## src/rtl/video_overlay_pkg.sv

```systemverilog
// Shared types and constants for the video overlay: commit FSM states,
// seven-segment decode table and segment bit positions.
package video_overlay_pkg;

  // Segment bit positions in the abcdefg code (a is the MSB)
  localparam int SEG_A = 6;
  localparam int SEG_B = 5;
  localparam int SEG_C = 4;
  localparam int SEG_D = 3;
  localparam int SEG_E = 2;
  localparam int SEG_F = 1;
  localparam int SEG_G = 0;

  localparam logic [23:0] COLOR_BLACK = 24'h000000;
  localparam logic [23:0] COLOR_WHITE = 24'hFFFFFF;
  localparam logic [3:0]  CODE_BLANK  = 4'd15;

  typedef enum logic {ST_IDLE, ST_PEND} commit_st_e;

  function automatic logic [6:0] seg_decode(input logic [3:0] code);
    logic [6:0] s;
    case (code)
      4'd0:    s = 7'b1111110;
      4'd1:    s = 7'b0110000;
      4'd2:    s = 7'b1101101;
      4'd3:    s = 7'b1111001;
      4'd4:    s = 7'b0110011;
      4'd5:    s = 7'b1011011;
      4'd6:    s = 7'b1011111;
      4'd7:    s = 7'b1110000;
      4'd8:    s = 7'b1111111;
      4'd9:    s = 7'b1111011;
      default: s = 7'b0000000;
    endcase
    return s;
  endfunction

endpackage

```

## src/rtl/video_overlay_seg7_cell.sv

```systemverilog
// Combinational hit test for one seven-segment digit cell, in local (u,v)
// coordinates that carry a sign bit from the origin subtraction.
module seg7_cell
  import video_overlay_pkg::*;
#(
  parameter int XW     = 11,
  parameter int YW     = 10,
  parameter int CELL_W = 32,
  parameter int CELL_H = 48,
  parameter int SEG_T  = 4
)(
  input  logic [XW:0] u,
  input  logic [YW:0] v,
  input  logic [3:0]  code,
  output logic        hit
);

  localparam logic [XW:0] U_W  = (XW+1)'(CELL_W);
  localparam logic [XW:0] U_T  = (XW+1)'(SEG_T);
  localparam logic [XW:0] U_R  = (XW+1)'(CELL_W - SEG_T);
  localparam logic [YW:0] V_H  = (YW+1)'(CELL_H);
  localparam logic [YW:0] V_T  = (YW+1)'(SEG_T);
  localparam logic [YW:0] V_M  = (YW+1)'(CELL_H / 2);
  localparam logic [YW:0] V_G0 = (YW+1)'(CELL_H / 2 - SEG_T / 2);
  localparam logic [YW:0] V_G1 = (YW+1)'(CELL_H / 2 + SEG_T / 2);
  localparam logic [YW:0] V_D  = (YW+1)'(CELL_H - SEG_T);

  logic [6:0] segs, lit;
  logic       in_cell, upper, left, right;

  always_comb begin
    segs    = seg_decode(code);
    // sign bit set means the pixel is left of / above the cell origin
    in_cell = !u[XW] && !v[YW] && (u < U_W) && (v < V_H);
    upper   = v < V_M;
    left    = u < U_T;
    right   = u >= U_R;
    lit        = '0;
    lit[SEG_A] = v < V_T;
    lit[SEG_B] = right && upper;
    lit[SEG_C] = right && !upper;
    lit[SEG_D] = v >= V_D;
    lit[SEG_E] = left && !upper;
    lit[SEG_F] = left && upper;
    lit[SEG_G] = (v >= V_G0) && (v < V_G1);
    hit = in_cell && |(lit & segs);
  end

endmodule

```

## src/rtl/video_overlay.sv

```systemverilog
// Frame-synchronous box/digit overlay on the RGB stream, 2-cycle latency.
// Optional OVERLAY_BLINK_EN adds per-box blinking driven by a frame counter.
module video_overlay
  import video_overlay_pkg::*;
#(
  parameter int          N_BOX      = 4,
  parameter int          N_DIGIT    = 6,
  parameter int          XW         = 11,
  parameter int          YW         = 10,
  parameter int          DIG_X0     = 380,
  parameter int          DIG_Y0     = 2,
  parameter int          CELL_W     = 32,
  parameter int          CELL_H     = 48,
  parameter int          SEG_T      = 4,
  parameter int          CELL_PITCH = 40,
  parameter logic [23:0] DIG_COLOR  = COLOR_WHITE,
  parameter int          BLINK_LOG2 = 5
)(
  input  logic                   clk,
  input  logic                   rst_n,
  input  logic [23:0]            rgb_data_src,
  input  logic                   rgb_hsync_src,
  input  logic                   rgb_vsync_src,
  input  logic                   rgb_vde_src,
  input  logic [XW-1:0]          rgb_x_src,
  input  logic [YW-1:0]          rgb_y_src,
  input  logic [N_BOX*XW-1:0]    box_left,
  input  logic [N_BOX*XW-1:0]    box_right,
  input  logic [N_BOX*YW-1:0]    box_top,
  input  logic [N_BOX*YW-1:0]    box_bottom,
  input  logic [N_BOX*24-1:0]    box_color,
  input  logic [N_BOX-1:0]       box_en,
  input  logic [N_BOX-1:0]       box_blink,
  input  logic [N_DIGIT*4-1:0]   digit_val,
  input  logic                   cfg_req,
  output logic                   cfg_ack,
  output logic [23:0]            rgb_data,
  output logic                   rgb_hsync,
  output logic                   rgb_vsync,
  output logic                   rgb_vde
);

  commit_st_e                     st;
  logic                           vs_q, frame_edge, commit;
  logic [N_BOX-1:0][XW-1:0]       left_sh, right_sh;
  logic [N_BOX-1:0][YW-1:0]       top_sh, bot_sh;
  logic [N_BOX-1:0][23:0]         color_sh;
  logic [N_BOX-1:0]               en_sh, box_vis, box_hit_c, box_hit_q;
  logic [N_DIGIT-1:0][3:0]        dig_sh;
  logic [N_DIGIT-1:0]             dig_hit_c, dig_hit_q;

  assign frame_edge = rgb_vsync_src & ~vs_q;
  // a request arriving on the boundary cycle itself commits there
  assign commit     = frame_edge & ((st == ST_PEND) | cfg_req);

  always_ff @(posedge clk or negedge rst_n) begin
    if (!rst_n) begin
      st       <= ST_IDLE;
      cfg_ack  <= 1'b0;
      vs_q     <= 1'b0;
      left_sh  <= '0;
      right_sh <= '0;
      top_sh   <= '0;
      bot_sh   <= '0;
      color_sh <= '0;
      en_sh    <= '0;
      dig_sh   <= {N_DIGIT{CODE_BLANK}};
    end else begin
      vs_q    <= rgb_vsync_src;
      cfg_ack <= commit;
      if (commit) begin
        left_sh  <= box_left;
        right_sh <= box_right;
        top_sh   <= box_top;
        bot_sh   <= box_bottom;
        color_sh <= box_color;
        en_sh    <= box_en;
        dig_sh   <= digit_val;
      end
      case (st)
        ST_IDLE: if (cfg_req && !frame_edge) st <= ST_PEND;
        ST_PEND: if (frame_edge) st <= ST_IDLE;
        default: st <= ST_IDLE;
      endcase
    end
  end

`ifdef OVERLAY_BLINK_EN
  logic [BLINK_LOG2:0] blink_cnt;
  logic [N_BOX-1:0]    blink_sh;

  always_ff @(posedge clk or negedge rst_n) begin
    if (!rst_n) begin
      blink_cnt <= '0;
      blink_sh  <= '0;
    end else begin
      if (frame_edge) blink_cnt <= blink_cnt + 1'b1;
      if (commit)     blink_sh  <= box_blink;
    end
  end

  assign box_vis = en_sh & ~(blink_sh & {N_BOX{blink_cnt[BLINK_LOG2]}});
`else
  localparam int    unused_blink_log2 = BLINK_LOG2;
  logic [N_BOX-1:0] unused_blink;
  assign unused_blink = box_blink;
  assign box_vis      = en_sh;
`endif

  for (genvar i = 0; i < N_BOX; i++) begin : g_box
    logic in_x, in_y, on_h, on_v;
    assign in_x = (rgb_x_src >= left_sh[i]) && (rgb_x_src <= right_sh[i]);
    assign in_y = (rgb_y_src >= top_sh[i])  && (rgb_y_src <= bot_sh[i]);
    assign on_h = (rgb_y_src == top_sh[i])  || (rgb_y_src == bot_sh[i]);
    assign on_v = (rgb_x_src == left_sh[i]) || (rgb_x_src == right_sh[i]);
    assign box_hit_c[i] = box_vis[i] && (left_sh[i] <= right_sh[i]) &&
                          (top_sh[i] <= bot_sh[i]) &&
                          ((on_h && in_x) || (on_v && in_y));
  end

  for (genvar k = 0; k < N_DIGIT; k++) begin : g_dig
    localparam logic [XW:0] OX = (XW+1)'(DIG_X0 + k * CELL_PITCH);
    localparam logic [YW:0] OY = (YW+1)'(DIG_Y0);
    logic [XW:0] u;
    logic [YW:0] v;
    assign u = {1'b0, rgb_x_src} - OX;
    assign v = {1'b0, rgb_y_src} - OY;
    seg7_cell #(
      .XW(XW), .YW(YW), .CELL_W(CELL_W), .CELL_H(CELL_H), .SEG_T(SEG_T)
    ) u_cell (
      .u    (u),
      .v    (v),
      .code (dig_sh[k]),
      .hit  (dig_hit_c[k])
    );
  end

  logic [23:0] s1_data, box_rgb, pix_mux;
  logic        s1_hs, s1_vs, s1_de, box_any;

  always_comb begin
    box_rgb = COLOR_BLACK;
    box_any = 1'b0;
    // walk downward so the lowest-index hit wins
    for (int i = N_BOX - 1; i >= 0; i--) begin
      if (box_hit_q[i]) begin
        box_rgb = color_sh[i];
        box_any = 1'b1;
      end
    end
    if (!s1_de)          pix_mux = COLOR_BLACK;
    else if (|dig_hit_q) pix_mux = DIG_COLOR;
    else if (box_any)    pix_mux = box_rgb;
    else                 pix_mux = s1_data;
  end

  always_ff @(posedge clk or negedge rst_n) begin
    if (!rst_n) begin
      box_hit_q <= '0;
      dig_hit_q <= '0;
      s1_data   <= '0;
      s1_hs     <= 1'b0;
      s1_vs     <= 1'b0;
      s1_de     <= 1'b0;
      rgb_data  <= '0;
      rgb_hsync <= 1'b0;
      rgb_vsync <= 1'b0;
      rgb_vde   <= 1'b0;
    end else begin
      box_hit_q <= box_hit_c;
      dig_hit_q <= dig_hit_c;
      s1_data   <= rgb_data_src;
      s1_hs     <= rgb_hsync_src;
      s1_vs     <= rgb_vsync_src;
      s1_de     <= rgb_vde_src;
      rgb_data  <= pix_mux;
      rgb_hsync <= s1_hs;
      rgb_vsync <= s1_vs;
      rgb_vde   <= s1_de;
    end
  end

endmodule
```

## config.mk

```make
export PLATFORM = sky130hd
export DESIGN_NAME = video_overlay
export DESIGN_NICKNAME = d
export VERILOG_FILES = /design/src/rtl/video_overlay_pkg.sv /design/src/rtl/video_overlay_seg7_cell.sv /design/src/rtl/video_overlay.sv
export SDC_FILE = /design/constraint.sdc
export NUM_CORES = 1
export LEC_CHECK = 0
export BUFFER_PORTS_ARGS = -buffer_cell sky130_fd_sc_hd__buf_2
export CAP_MARGIN = 0
export CORE_AREA = 2 2 220 222
export DETAILED_ROUTE_END_ITERATION = 10
export DIE_AREA = 0 0 222 224
export PLACE_DENSITY_LB_ADDON = 0.15
export SLEW_MARGIN = 20
export SYNTH_ARGS = -nofsm -noshare
export SYNTH_HDL_FRONTEND = slang
export SYNTH_SLANG_ARGS = --single-unit
```

## constraint.sdc

```tcl
create_clock -name clk -period 2.7 [get_ports clk]
set_input_delay 0.27 -clock clk [delete_from_list [all_inputs] [get_ports clk]]
set_output_delay 0.27 -clock clk [all_outputs]
set_load 0.01 [all_outputs]
```

==> summary.md <==
| Metric | Value |
|---|---|
| Status | `finished clean` |
| Nets@finish | `3520` |
| Final worst path period need | `2500 ps` |
| Final Hold Viols | `0` |
| Most common cell after layout, fill and taps aside | `buf_2` |
| Synthesized area per cell | `9.73 um2` |
| Total global-route track usage | `27.5%` |
| Clock buffer depth | `3` |
| Hold_ws | `64.2 ps` |
| Vias | `19122` |
| Critical Path, Cell by Cell | `buf_2 -> inv_1 -> ha_1 -> nor4b_1 -> a22oi_1 -> a221o_1 -> or3_4 -> or3_1 -> o311ai_1 -> o41ai_1 -> a2111oi_2` |
| Setup crit end kind | `register` |
| Worst-Skew Late Latency | `570 ps` |
| DPL Wire Length | `48100 um` |
| Die height | `224 um` |
| Worst hold path class | `in2reg` |
| First-pass GRT wire length | `108000 um` |
| Delay-heaviest family, CP | `compound AO/OA/AOI/OAI gates` |
| CTS buffer count | `42` |
| Rows | `80` |
| Placed cell count | `3144` |
| Peak VDD IR | `0.433 mV` |
| Storage element area | `8990 um2` |
| Worst-path maximum fanout | `6` |
| Startpoint types | `input port` |
| H-tree Lvls | `2` |
| Clk pin slew, worst setup/hold paths | `70 ps` |
| #FFs+latches synth | `358` |
| First-pass iteration count of the detailed router | `5` |
| Synth top area cells | `dfrtp_1, ha_1, o21ai_0` |
| Slew Limit Fails | `0` |
| Hold Crit Depth | `2` |
| Area leader, netlist | `dfrtp_1` |
| CTS tree | `done` |
| Period utilisation layout | `92.8%` |
| Vias/cell | `5.40` |
| Power Density | `594 nW/um2` |
| Bufs and invs on worst path | `2` |
| Most frequent cells in the layout | `buf_2, dfrtp_1, dlygate4sd3_1` |
| Setup TNS | `0 ps` |
| Worst R2R Setup Slack | `320 ps` |
| Fin cells | `3544` |
| Synth Cell Area | `21100 um2` |
| Filler Cells Inserted | `3874` |
| Layout area overhead | `36.2%` |
| Vias in the first global route | `19915` |
| Hold EP | `box_vis[2]$_DFFE_PN0P_` |
| Reg2reg end | `box_hit_q[3]$_DFF_PN0_` |
| DR DRC count | `0` |
| Die Wd | `222 um` |
| Total grt overflow | `0` |
| Leak | `13.5 nW` |
| Mapped Nets | `2798` |
| WL/cell | `19.2 um` |
| Core ar. | `47300 um2` |
| Netlist cell types | `71` |
| Initial antenna violation count | `4` |
| Multi-input logic area | `11000 um2` |
| Tightest Pin Transition | `906 ps` |
| Post-synthesis sequential area ratio | `42.6%` |
| Slowest library cell on the worst path | `a221o_1` |
| Fraction of registers with async set or reset after synthesis | `100%` |
| Syn Inst Count | `2171` |
| Root Buffer | `clkbuf_16` |
| Max Cap Viol | `0` |
| Antenna Nets Post-Route | `0` |
| Finish-stage setup viols | `0` |
| Most used DFF post-synth | `dfrtp_1` |
| Routed wire length | `68100 um` |
| Reg-to-reg startpoint | `left_sh[34]$_DFFE_PN0P_` |
| Final Skew | `12.4 ps` |
| Initial Utilization | `44.6%` |
| CTS sink count | `358` |
| # port buffers | `370` |
| Critical path required time | `3160 ps` |
| Top Ports | `375` |
| Yosys top cell area share | `39.6%` |
| Worst path max stage delay | `440 ps` |
| Synth warn | `0` |
| Total die area | `49700 um2` |
| Setup bufs post-CTS | `0` |
| Layout cells sized above 1 | `23.1%` |
| Hold Crit Start | `box_en[2]` |
| FMAX | `0.399 GHz` |
| Critical path class | `in2reg` |
| Slew HR | `39.6%` |
| Post-synth EDFFs | `0` |
| GP Congestion | `0.884` |
| Initial drt markers | `1174` |
| Arrival time at the worst endpoint | `2970 ps` |
| Largest net degree at the start of global routing | `92` |
| Cells on worst reg2reg path | `11` |
layer usage:
layer | wire length [um] | up-vias | GRT usage [%]
li1 | - | 9147 | -
met1 | 29700 | 9261 | 35.3
met2 | 32700 | 582 | 47.1
met3 | 3210 | 132 | 3.99
met4 | 2480 | 0 | 10.6
met5 | 0 | - | 0
report_power, final:
part           switching (mW)  internal, mW  total (mW)
clock                    2.39          3.39        5.78
sequential              0.501          6.21        6.72
combinational            2.39          2.19        4.58
total                    5.28          11.8        17.1
cells in the mapped netlist (6+ instances only):
master / n
dfrtp_1: 334
o22ai_1: 7
nor3b_1: 6
a2111oi_0: 7
nor3_1: 25
clkbuf_1: 87
ha_1: 280
mux2_2: 118
a21oi_1: 100
o21ai_0: 273
nor2_1: 77
a211oi_1: 14
a22oi_1: 24
nor2b_1: 42
a21o_1: 31
o211ai_1: 36
nand2_1: 236
inv_1: 196
mux2i_1: 9
a21boi_0: 25
o21a_1: 16
nand2b_1: 23
nand3_1: 23
dfstp_2: 24
o311ai_0: 6
o32ai_1: 6
nand4_1: 41
per-stage QoR:
stage	setup slack, ps	util, %	area, um2	power, mW
CTS	245	60.7	28800	17.2
global placement	-209	51.0	24200	10.8
floorplan	36.1	-	21100	9.39
detailed placement	-308	51.0	24200	11.0
global route	-7.46	60.8	28800	18.1
finish	196	60.8	28800	17.1
flip-flops by register name, indices dropped and copies added, names as in the netlist, 6 cells and up:
register / flops
left_sh: 44
right_sh: 44
bot_sh: 40
s1_data: 24
color_sh: 96
dig_hit_q: 6
top_sh: 40
rgb_data: 24
dig_sh: 24
what timing repair did:
item                                    in CTS  in global routing
endpoints found under the setup margin       0                  2
resized for setup                            0                  2
hold buffers                               320                  0
endpoints found under the hold margin      374                  0
worst register-to-register path, delay by kind of cell (launching register included):
kind / cells / cell delay [ps]
AND/OR/NAND/NOR: 1 / 130
buffers and inverters: 2 / 200
adder cells (fa/ha/maj): 1 / 280
flip-flops: 1 / 360
AO/OA/AOI/OAI: 7 / 1270
kinds of logic (layout without fill, tap and decap cells):
logic type                 Yosys count  after routing  share of synthesized area [%]
other                                0              4                              0
AOI/OAI and AO/OA                  599            599                           17.3
DFF                                358            358                           42.6
buffers and inverters              293           1047                           5.28
xor gates and xnor gates             4              4                          0.166
and+or+nand+nor                    510            510                           11.4
adders and majority gates          280            280                           16.6
muxes                              127            127                           6.72
worst max-delay path by stage:
stage	from	end	depth (start not counted)
6_report	rgb_y_src[2]	dig_hit_q[1]$_DFF_PN0_	11
5_1_grt	rgb_y_src[2]	dig_hit_q[4]$_DFF_PN0_	11
4_1_cts	rgb_y_src[2]	dig_hit_q[1]$_DFF_PN0_	11
3_5_place_dp	rgb_y_src[2]	dig_hit_q[1]$_DFF_PN0_	11
3_3_place_gp	rgb_y_src[2]	dig_hit_q[1]$_DFF_PN0_	11
2_1_floorplan	rgb_y_src[2]	dig_hit_q[1]$_DFF_PN0_	10
area by class of cell:
type	count	area share [%]
Timing Repair Buffer	775	20.3
Sequential cell	358	31.2
Multi-Input combinational cell	1520	38.4
Antenna cell	4	0.0348
Inverter	196	2.56
Tap cell	615	2.68
Clock inverter	15	0.635
Clock buffer	61	4.18
(Power assumes the default switching activity.)
